==> config.mk <==
export PLATFORM = sky130hd
export DESIGN_NAME = simon_says_multi
export DESIGN_NICKNAME = d
export VERILOG_FILES = /design/src/rtl/simon_says_multi.sv
export SDC_FILE = /design/constraint.sdc
export NUM_CORES = 1
export LEC_CHECK = 0
export BUFFER_PORTS_ARGS = -buffer_cell sky130_fd_sc_hd__buf_2
export CORE_MARGIN = 2
export CORE_UTILIZATION = 65
export CTS_CLUSTER_SIZE = 20
export DETAILED_ROUTE_END_ITERATION = 6
export GPL_TIMING_DRIVEN = 1
export PLACE_DENSITY = 0.84
export REMOVE_ABC_BUFFERS = 1
export SYNTH_ARGS = -nofsm -noshare
export SYNTH_HDL_FRONTEND = slang
export SYNTH_SLANG_ARGS = --single-unit
==> constraint.sdc <==
create_clock -name hz100 -period 5.8 [get_ports hz100]
set_input_delay 1.16 -clock hz100 [delete_from_list [all_inputs] [get_ports hz100]]
set_output_delay 1.16 -clock hz100 [all_outputs]
set_load 0.01 [all_outputs]
==> src/rtl/simon_says_multi.sv <==
// simon_says_multi: parametrised Simon-says core with an LFSR-generated sequence, tick divider, input timeout and win state.
// Optional build macro SIMON_SPEEDUP_EN shortens SHOW_ON playback by one tick every 4 rounds.
module simon_says_multi #(
  parameter int          NUM_BTNS      = 4,
  parameter int          MAX_LEN       = 16,
  parameter int          CLKDIV_LIM    = 15,
  parameter int          ON_TICKS      = 2,
  parameter int          TIMEOUT_TICKS = 20,
  parameter logic [7:0]  SEED          = 8'hA5,
  localparam int         EW            = (NUM_BTNS > 1) ? $clog2(NUM_BTNS) : 1,
  localparam int         LW            = $clog2(MAX_LEN + 1)
) (
  input  logic                hz100,
  input  logic                reset,
  input  logic                start,
  input  logic [NUM_BTNS-1:0] pb,
  output logic [NUM_BTNS-1:0] led,
  output logic [LW-1:0]       level,
  output logic [2:0]          state,
  output logic                red,
  output logic                green,
  output logic                blue
);

  localparam int IW   = (MAX_LEN > 1) ? $clog2(MAX_LEN) : 1;
  localparam int DW   = (CLKDIV_LIM > 0) ? $clog2(CLKDIV_LIM + 1) : 1;
  localparam int TMAX = (ON_TICKS > TIMEOUT_TICKS) ? ON_TICKS : TIMEOUT_TICKS;
  localparam int TW   = $clog2(TMAX + 1);
  localparam int EW1  = EW + 1;

  localparam logic [DW-1:0]       DIV_LAST = DW'(CLKDIV_LIM);
  localparam logic [DW-1:0]       DIV_ONE  = DW'(1);
  localparam logic [TW-1:0]       TICK_ONE = TW'(1);
  localparam logic [TW-1:0]       ON_LAST  = TW'(ON_TICKS - 1);
  localparam logic [TW-1:0]       TO_LAST  = TW'(TIMEOUT_TICKS - 1);
  localparam logic [LW-1:0]       LEN_MAX  = LW'(MAX_LEN);
  localparam logic [LW-1:0]       LEN_ONE  = LW'(1);
  localparam logic [IW-1:0]       IDX_ONE  = IW'(1);
  localparam logic [EW:0]         NB       = EW1'(NUM_BTNS);
  localparam logic [NUM_BTNS-1:0] LED_ONE  = NUM_BTNS'(1);

  typedef enum logic [2:0] {
    S_IDLE     = 3'd0,
    S_APPEND   = 3'd1,
    S_SHOW_ON  = 3'd2,
    S_SHOW_OFF = 3'd3,
    S_INPUT    = 3'd4,
    S_WIN      = 3'd5,
    S_LOSE     = 3'd6
  } state_t;

  state_t              state_r, state_next_s;
  logic [7:0]          lfsr_r;
  logic                start_q_r;
  logic [NUM_BTNS-1:0] pb_q_r;
  logic [LW-1:0]       len_r;
  logic [IW-1:0]       idx_r;
  logic [EW-1:0]       seq_r [MAX_LEN];
  logic [DW-1:0]       divcnt_r;
  logic [TW-1:0]       tickcnt_r;

  logic                tick_s, start_rise_s, press_any_s, press_one_s, idx_last_s;
  logic [NUM_BTNS-1:0] press_s, expect_led_s;
  logic [EW-1:0]       elem_raw_s, elem_s;
  logic [TW-1:0]       on_last_s;
  logic                len_clr_s, append_s, idx_clr_s, idx_inc_s, restart_s;

  function automatic logic [NUM_BTNS-1:0] onehot(input logic [EW-1:0] e);
    onehot = LED_ONE << e;
  endfunction

  function automatic logic single_bit(input logic [NUM_BTNS-1:0] v);
    single_bit = (v != '0) && ((v & (v - LED_ONE)) == '0);
  endfunction

  assign tick_s       = (divcnt_r == DIV_LAST);
  assign start_rise_s = start & ~start_q_r;
  assign press_s      = pb & ~pb_q_r;
  assign press_any_s  = |press_s;
  assign press_one_s  = single_bit(press_s);
  assign elem_raw_s   = lfsr_r[EW-1:0];
  assign expect_led_s = onehot(seq_r[idx_r]);
  assign idx_last_s   = ((LW'(idx_r) + LEN_ONE) == len_r);

  // Fold out-of-range LFSR samples back into the button range
  always_comb begin
    if ({1'b0, elem_raw_s} >= NB) elem_s = elem_raw_s - NB[EW-1:0];
    else                          elem_s = elem_raw_s;
  end

`ifdef SIMON_SPEEDUP_EN
  // Last SHOW_ON tick index shrinks by one every 4 rounds, never below a single tick
  always_comb begin
    if (int'(len_r >> 2'd2) < ON_TICKS - 1) on_last_s = TW'(ON_TICKS - 1 - int'(len_r >> 2'd2));
    else                                    on_last_s = '0;
  end
`else
  assign on_last_s = ON_LAST;
`endif

  // State register
  always_ff @(posedge hz100) begin
    if (!reset) state_r <= S_IDLE;
    else        state_r <= state_next_s;
  end

  // Next-state and datapath control decode
  always_comb begin
    state_next_s = state_r;
    len_clr_s    = 1'b0;
    append_s     = 1'b0;
    idx_clr_s    = 1'b0;
    idx_inc_s    = 1'b0;
    restart_s    = 1'b0;
    case (state_r)
      S_IDLE, S_WIN, S_LOSE: begin
        if (start_rise_s) begin
          state_next_s = S_APPEND;
          len_clr_s    = 1'b1;
        end else begin
          state_next_s = state_r;
        end
      end
      S_APPEND: begin
        state_next_s = S_SHOW_ON;
        append_s     = 1'b1;
        idx_clr_s    = 1'b1;
      end
      S_SHOW_ON: begin
        if (tick_s && (tickcnt_r == on_last_s)) state_next_s = S_SHOW_OFF;
        else                                    state_next_s = S_SHOW_ON;
      end
      S_SHOW_OFF: begin
        if (tick_s && idx_last_s) begin
          state_next_s = S_INPUT;
          idx_clr_s    = 1'b1;
        end else if (tick_s) begin
          state_next_s = S_SHOW_ON;
          idx_inc_s    = 1'b1;
        end else begin
          state_next_s = S_SHOW_OFF;
        end
      end
      S_INPUT: begin
        // A press beats a timeout tick landing in the same cycle
        if (press_any_s) begin
          if (press_one_s && (press_s == expect_led_s)) begin
            if (!idx_last_s) begin
              state_next_s = S_INPUT;
              idx_inc_s    = 1'b1;
              restart_s    = 1'b1;
            end else if (len_r == LEN_MAX) begin
              state_next_s = S_WIN;
            end else begin
              state_next_s = S_APPEND;
            end
          end else begin
            state_next_s = S_LOSE;
          end
        end else if (tick_s && (tickcnt_r == TO_LAST)) begin
          state_next_s = S_LOSE;
        end else begin
          state_next_s = S_INPUT;
        end
      end
      default: state_next_s = S_IDLE;
    endcase
  end

  // LFSR, edge-detect history, sequence storage, length and index
  always_ff @(posedge hz100) begin
    if (!reset) begin
      lfsr_r    <= SEED;
      start_q_r <= 1'b0;
      pb_q_r    <= '0;
      len_r     <= '0;
      idx_r     <= '0;
      for (int i = 0; i < MAX_LEN; i++) seq_r[i] <= '0;
    end else begin
      lfsr_r    <= {lfsr_r[6:0], lfsr_r[7] ^ lfsr_r[5] ^ lfsr_r[4] ^ lfsr_r[3]};
      start_q_r <= start;
      pb_q_r    <= pb;
      if (len_clr_s)     len_r <= '0;
      else if (append_s) len_r <= len_r + LEN_ONE;
      else               len_r <= len_r;
      if (append_s) seq_r[len_r[IW-1:0]] <= elem_s;
      if (idx_clr_s)      idx_r <= '0;
      else if (idx_inc_s) idx_r <= idx_r + IDX_ONE;
      else                idx_r <= idx_r;
    end
  end

  // Tick divider; restarts on every state entry and on each accepted press
  always_ff @(posedge hz100) begin
    if (!reset) begin
      divcnt_r  <= '0;
      tickcnt_r <= '0;
    end else if ((state_next_s != state_r) || restart_s) begin
      divcnt_r  <= '0;
      tickcnt_r <= '0;
    end else if (tick_s) begin
      divcnt_r  <= '0;
      tickcnt_r <= tickcnt_r + TICK_ONE;
    end else begin
      divcnt_r  <= divcnt_r + DIV_ONE;
      tickcnt_r <= tickcnt_r;
    end
  end

  // Output decode from state registers; only the INPUT echo follows pb directly
  always_comb begin
    led   = '0;
    red   = 1'b0;
    green = 1'b0;
    blue  = 1'b0;
    state = state_r;
    level = len_r;
    case (state_r)
      S_SHOW_ON: led = expect_led_s;
      S_INPUT: begin
        led  = pb;
        blue = 1'b1;
      end
      S_WIN:   green = 1'b1;
      S_LOSE:  red   = 1'b1;
      default: led   = '0;
    endcase
  end

endmodule

==> results of run 1 <==
-- synth_stat cells (2+ instances only) --
cell | n | area, sq um
nand2_1 | 53 | 199
and3_1 | 38 | 238
dfxtp_1 | 38 | 761
edfxtp_1 | 32 | 961
nor2_1 | 32 | 120
clkbuf_1 | 18 | 67.6
and2_1 | 17 | 106
xor2_1 | 11 | 96.3
mux2i_1 | 10 | 100
ha_1 | 8 | 100
mux4_2 | 8 | 180
nand2b_1 | 8 | 50.1
nor2b_1 | 8 | 50.1
inv_1 | 7 | 26.3
nand4_1 | 7 | 43.8
o21ai_0 | 7 | 35.0
xnor2_1 | 6 | 52.6
a21oi_1 | 5 | 25.0
nand3_1 | 5 | 25.0
a22oi_1 | 4 | 30.0
a31oi_1 | 4 | 25.0
a211oi_1 | 2 | 15.0
and2b_2 | 2 | 17.5
buf_6 | 2 | 22.5
clkbuf_8 | 2 | 27.5
mux2i_2 | 2 | 27.5
o211ai_1 | 2 | 15.0
o31ai_1 | 2 | 15.0
-- logic make-up after synthesis --
kind of cell	after synthesis	share of synthesized area, %
simple gates	179	25.5
flops	70	47.0
compound gates	39	7.92
buf+inv	30	4.13
mux	21	8.71
xor+xnor	17	4.06
fa+ha+maj	8	2.73
-- cell usage in the layout, fill, tap and decap left out, drive strengths merged, types with 7 or more instances in the layout --
master and instances:
and2 17, xor2 11, mux2i 12, buf 21, nand2 53, nand4 7, nor2b 8, ha 8
nand2b 8, clkbuf 15, and3 38, inv 7, dfxtp 38, o21ai 7, edfxtp 32, nor2 33
mux4 8
-- state kept, by name (all words and copies together) (netlist names), named ones only --
signal     flops
start_q_r      1
divcnt_r       4
pb_q_r         4
level          5
tickcnt_r      5
seq_r         32
idx_r          4
state          3
lfsr_r         8
-- worst max-delay path, stage by stage (launching register included) --
cell	delay [ns]
dfxtp_1	0.59
mux4_2	0.57
mux2i_2	0.28
mux2i_1	0.16
and2_1	0.20
a22oi_1	0.18
nor2_1	0.06
buf_2	0.16
-- worst max path at each step --
stage / cells past startpoint / end / startpoint
final: 7 / led[1] / flip-flop
after global routing: 7 / led[1] / flip-flop
after CTS: 7 / led[1] / flip-flop
after detailed placement: 7 / led[1] / flip-flop
after global placement: 7 / led[1] / flip-flop
after floorplan: 6 / led[1] / flip-flop
-- layout make-up --
cell class	instances	share of cell area (%)
inverter	7	0.673
timing repair buffer	21	2.69
clock buffer	15	4.26
sequential	70	44.1
multi-input combinational	264	45.9
clock inverter	1	0.128
tap	72	2.31
-- per-layer routing --
layer	up-vias	GRT usage, %
li1	1306	-
met1	1279	34.4
met2	101	45.1
met3	6	5.45
met4	0	6.90
met5	-	0
-- stage by stage --
step,area (sq um),cells
after floorplan,3540,341
after global placement,3730,434
after detailed placement,3730,434
after CTS,3910,450
after global routing,3910,450
final,3910,450
-- where the power goes --
| group | leakage [nW] | total, W | internal (W) | switching (W) |
|---|---|---|---|---|
| Combinational | 0.937 | 0.0000741 | 0.0000296 | 0.0000446 |
| Clock | 0.0877 | 0.000346 | 0.000179 | 0.000167 |
| Sequential | 0.641 | 0.000554 | 0.000533 | 0.0000206 |
==> impl_metrics.yaml, run 1 <==
worst_setup_path:
  crit_required_ns: 4.64
  worst-endpoint-arrival_ns: 2.53
  crit_path_max_fanout: 7
  reg2regPathDepth: 7
  reg2reg_slack_ns: 2.94
  cp-start-kind: "flip-flop"
  critPathCaptureType: "output port"
  critPathKind: "reg -> out"
sta:
  drv_slew: 0
  setup_ws_ns: 2.11
  rsz0062_at_grt: "false"
  post-route-period-util_pct: 63.6
  slew_headroom_pct: 51.7
  hold_viol: 0
  finalSetupViolCount: 0
  tightest_slew_ns: 0.722
  hold_slack_ns: 0.412
  min_period_ns: 3.69
  setup_tns_ns: 0
  fin_worst_skew_ns: 0.00801
  max_freq_ghz: 0.271
clock_network:
  cts.sinks: 70
  cts_buffers: 9
  tritoncts: "done"
  holdBufCountCts: 0
  cts_buffer_depth: 2
  htree_levels: 3
  path_clk_slew_ns: 0.07
  clockRootBuffer: "clkbuf_8"
  postCtsSetupBuffers: 0
  cts_resized: 0
  clk_latency_ns: 0.34
detailed_routing:
  viasPerCell: 5.98
  wl_met2_microns: 3750
  dr.first_iter.drc_count: 142
  postRouteAntennaNets: 0
  drc: 0
  dr_wl_met3_microns: 496
  highest_layer: "met4"
  routedWlPerCell_microns: 16.8
  wl_met1_microns: 3270
  routed_wl_microns: 7580
  drt_pass1_iterations: 5
  vias: 2692
synthesis:
  synthCells: 364
  avgSynthCellArea_sq_um: 10.1
  netlist_area_sq_mm: 0.00366
  ys_seq_area_share_pct: 47.0
  synth-edff-count: 32
  synth_ff_type: "dfxtp_1"
  ys.warnings.count: 0
  async_flop_share_pct: 0
  ys_ff_latch: 70
  synth.distinct_cells: 52
layout:
  fin_util_pct: 71.4
  insertedDiodeCount: 0
  multi_input_area_sq_mm: 0.00179
  nFillCells: 408
  syn_to_final_growth_pct: 6.59
  register_area_sq_mm: 0.00172
  drive_gt1_share_pct: 13.8
  finish.net_count: 388
global_routing:
  overflow: 0
  grt_use_total_pct: 26.4
  antenna_found_initial: 0
  grt_pass1_vias: 2519
  grt_max_degree: 42
  grt_pass1_wl_microns: 12500
pwr:
  ir_worst_vdd_mv: 0.203
  power_density_mw_per_mm2: 249
  power.leakage_nw: 1.67
  power_w: 0.000974
floorplan:
  die_y_microns: 79.1
  ios: 22
  floorplan.initialDensity_pct: 67.0
  core_area_sq_mm: 0.00547
  rows: 27
  die_w_microns: 79.1
  die-area_sq_mm: 0.00625
min_path:
  hold_depth: 1
  holdCritPathClass: "reg -> reg"
  worstHoldStart: "lfsr_r[6]"
  hold-path-endpoint: "lfsr_r[7]"
run:
  maxCapViolations: 0
place:
  dp_hpwl_microns: 5420
  post-place-ws_ns: 2.44
  gp_congestion: 0.830
  port_buffers: 21
outcome:
  outcome: "finished clean"
No activity file was read; power rests on OpenSTA's default activity.
==> run 2, diff against run 1 <==
CORE_UTILIZATION = 55   (was 65)
PLACE_DENSITY = 0.76   (was 0.84)
clock period = 3 ns   (was 5.8 ns; I/O delays follow)
==> run 2 against run 1 <==
Against the previous run:
- critical path type unchanged
- critical endpoint is now led[0]
- utilization decreased by 9.2 points
- clock power increased by 110%
- die area is 17% higher
- via count decreased by 0.89%
- largest power group unchanged
- wire length is 0.92% lower
- flip-flop and latch count is the same
==> impl_metrics.yaml, run 2 (synthesized netlist as in run 1, its figures left out) <==
sta:
  tightest_slew_ns: 0.739
  min_period_ns: 2.83
  rsz0062_at_grt: "false"
  setup_tns_ns: 0
  post-route-period-util_pct: 94.5
  hold_viol: 0
  finalSetupViolCount: 0
  hold_slack_ns: 0.416
  setup_ws_ns: 0.166
  fin_worst_skew_ns: 0.00886
  slew_headroom_pct: 50.6
  max_freq_ghz: 0.353
  drv_slew: 0
detailed_routing:
  postRouteAntennaNets: 0
  routedWlPerCell_microns: 16.4
  drc: 0
  dr.first_iter.drc_count: 212
  drt_pass1_iterations: 5
  vias: 2668
  viasPerCell: 5.84
  routed_wl_microns: 7510
floorplan:
  floorplan.initialDensity_pct: 57.4
  core_area_sq_mm: 0.00639
  die_w_microns: 85.6
  die_y_microns: 85.6
  die-area_sq_mm: 0.00733
  rows: 29
  ios: 22
layout:
  finish.net_count: 390
  mostFrequentLayoutCells: "nand2_1 (53), and3_1 (38), dfxtp_1 (36)"
  largest_reg_flops: 32
  fin_util_pct: 62.2
  insertedDiodeCount: 0
  drive_gt1_share_pct: 15.3
  syn_to_final_growth_pct: 8.33
  reg_top3: "seq_r x32, lfsr_r x8"
  fin_cells: 457
  final_common_cell: "nand2_1"
  top_register: "seq_r"
clock_network:
  htree_levels: 3
  cts_resized: 2
  clockRootBuffer: "clkbuf_8"
  cts.sinks: 70
  postCtsSetupBuffers: 0
  cts_buffers: 9
  tritoncts: "done"
  cts_buffer_depth: 2
  clk_latency_ns: 0.34
  path_clk_slew_ns: 0.07
  holdBufCountCts: 0
place:
  dp.cells: 441
  gp_congestion: 0.872
  post-place-ws_ns: 0.262
  dp_hpwl_microns: 5330
  port_buffers: 21
pwr:
  power.leakage_nw: 1.68
  ir_worst_vdd_mv: 0.353
  power_density_mw_per_mm2: 487
global_routing:
  grt_pass1_wl_microns: 12400
  overflow: 0
  grt_use_total_pct: 22.0
  grt_pass1_vias: 2468
  antenna_found_initial: 0
  grt_max_degree: 22
worst_setup_path:
  critPathKind: "reg -> out"
  path_delay_family: "multiplexers"
  crit_path_max_fanout: 7
  worstPathCellList: "mux4_2 > mux2_2 > a21oi_2 > and2_1 > a22oi_1 > nor2_1 > buf_2"
  r2r-start: "state[2]"
  cp-start-kind: "flip-flop"
  cp_num_buf_inv: 1
  crit_required_ns: 2.40
  max_stage_delay_ns: 0.51
  slowest_stage: "mux4_2"
  worst-endpoint-arrival_ns: 2.23
  critPathCaptureType: "output port"
outcome:
  outcome: "finished clean"
min_path:
  holdCritPathClass: "reg -> reg"
  worstHoldStart: "lfsr_r[6]"
run:
  maxCapViolations: 0
[run 2: cell count changes in the layout (fill, tap and decap cells not counted)]
cell,delta
buf_4,+2
mux2i_2,-1
mux2i_1,-1
mux2i_4,+2
clkinv_1,+2
clkinvlp_4,+1
a21oi_2,+1
dfxtp_1,-2
clkbuf_8,-2
clkbuf_1,-2
bufinv_16,+1
dfxtp_4,+2
a21oi_1,-1
[run 2: cell type report]
class,instances,area (sq um)
clock buffers,11,131
clock inverters,5,50.0
fillers,535,2420
inverters,7,26.3
multi-input cells,264,1820
flip-flops and latches,70,1730
well taps,77,96.3
repair buffers,23,120
[run 2: final timing paths]
check | endpoint | slack [ns] | depth (start not counted)
setup reg to reg | seq_r[8][1] | 0.56 | 6
setup / recovery | led[0] | 0.17 | 7
hold reg to reg | lfsr_r[7] | 0.42 | 1
hold / removal | lfsr_r[7] | 0.42 | 1
[run 2: routing by layer]
metal / track usage [%] / part of all wire, %
met5: 0 / 0
met3: 4.81 / 6.1
met2: 33.6 / 47
met4: 8.23 / 1.3
met1: 30.8 / 46
[run 2: worst register-to-register path: stages, from the launching register on]
cell     delay (ns)
dfxtp_1        0.45
inv_1          0.23
nand2_1        0.15
nor2_1         0.56
and3_1         0.52
nand2_1        0.11
nand2_1        0.14
[run 2: per-stage QoR]
step	total power [W]	area, sq um
after floorplan	0.00118	3540
after global placement	0.00123	3760
after detailed placement	0.00123	3760
after CTS	0.00194	3940
after global routing	0.00201	3970
final	0.00193	3970
[run 2: power breakdown]
group	internal (W)	switching [W]	total, W
clock network	0.000378	0.000340	0.000718
logic	0.0000603	0.0000865	0.000147
registers	0.00103	0.0000392	0.00107
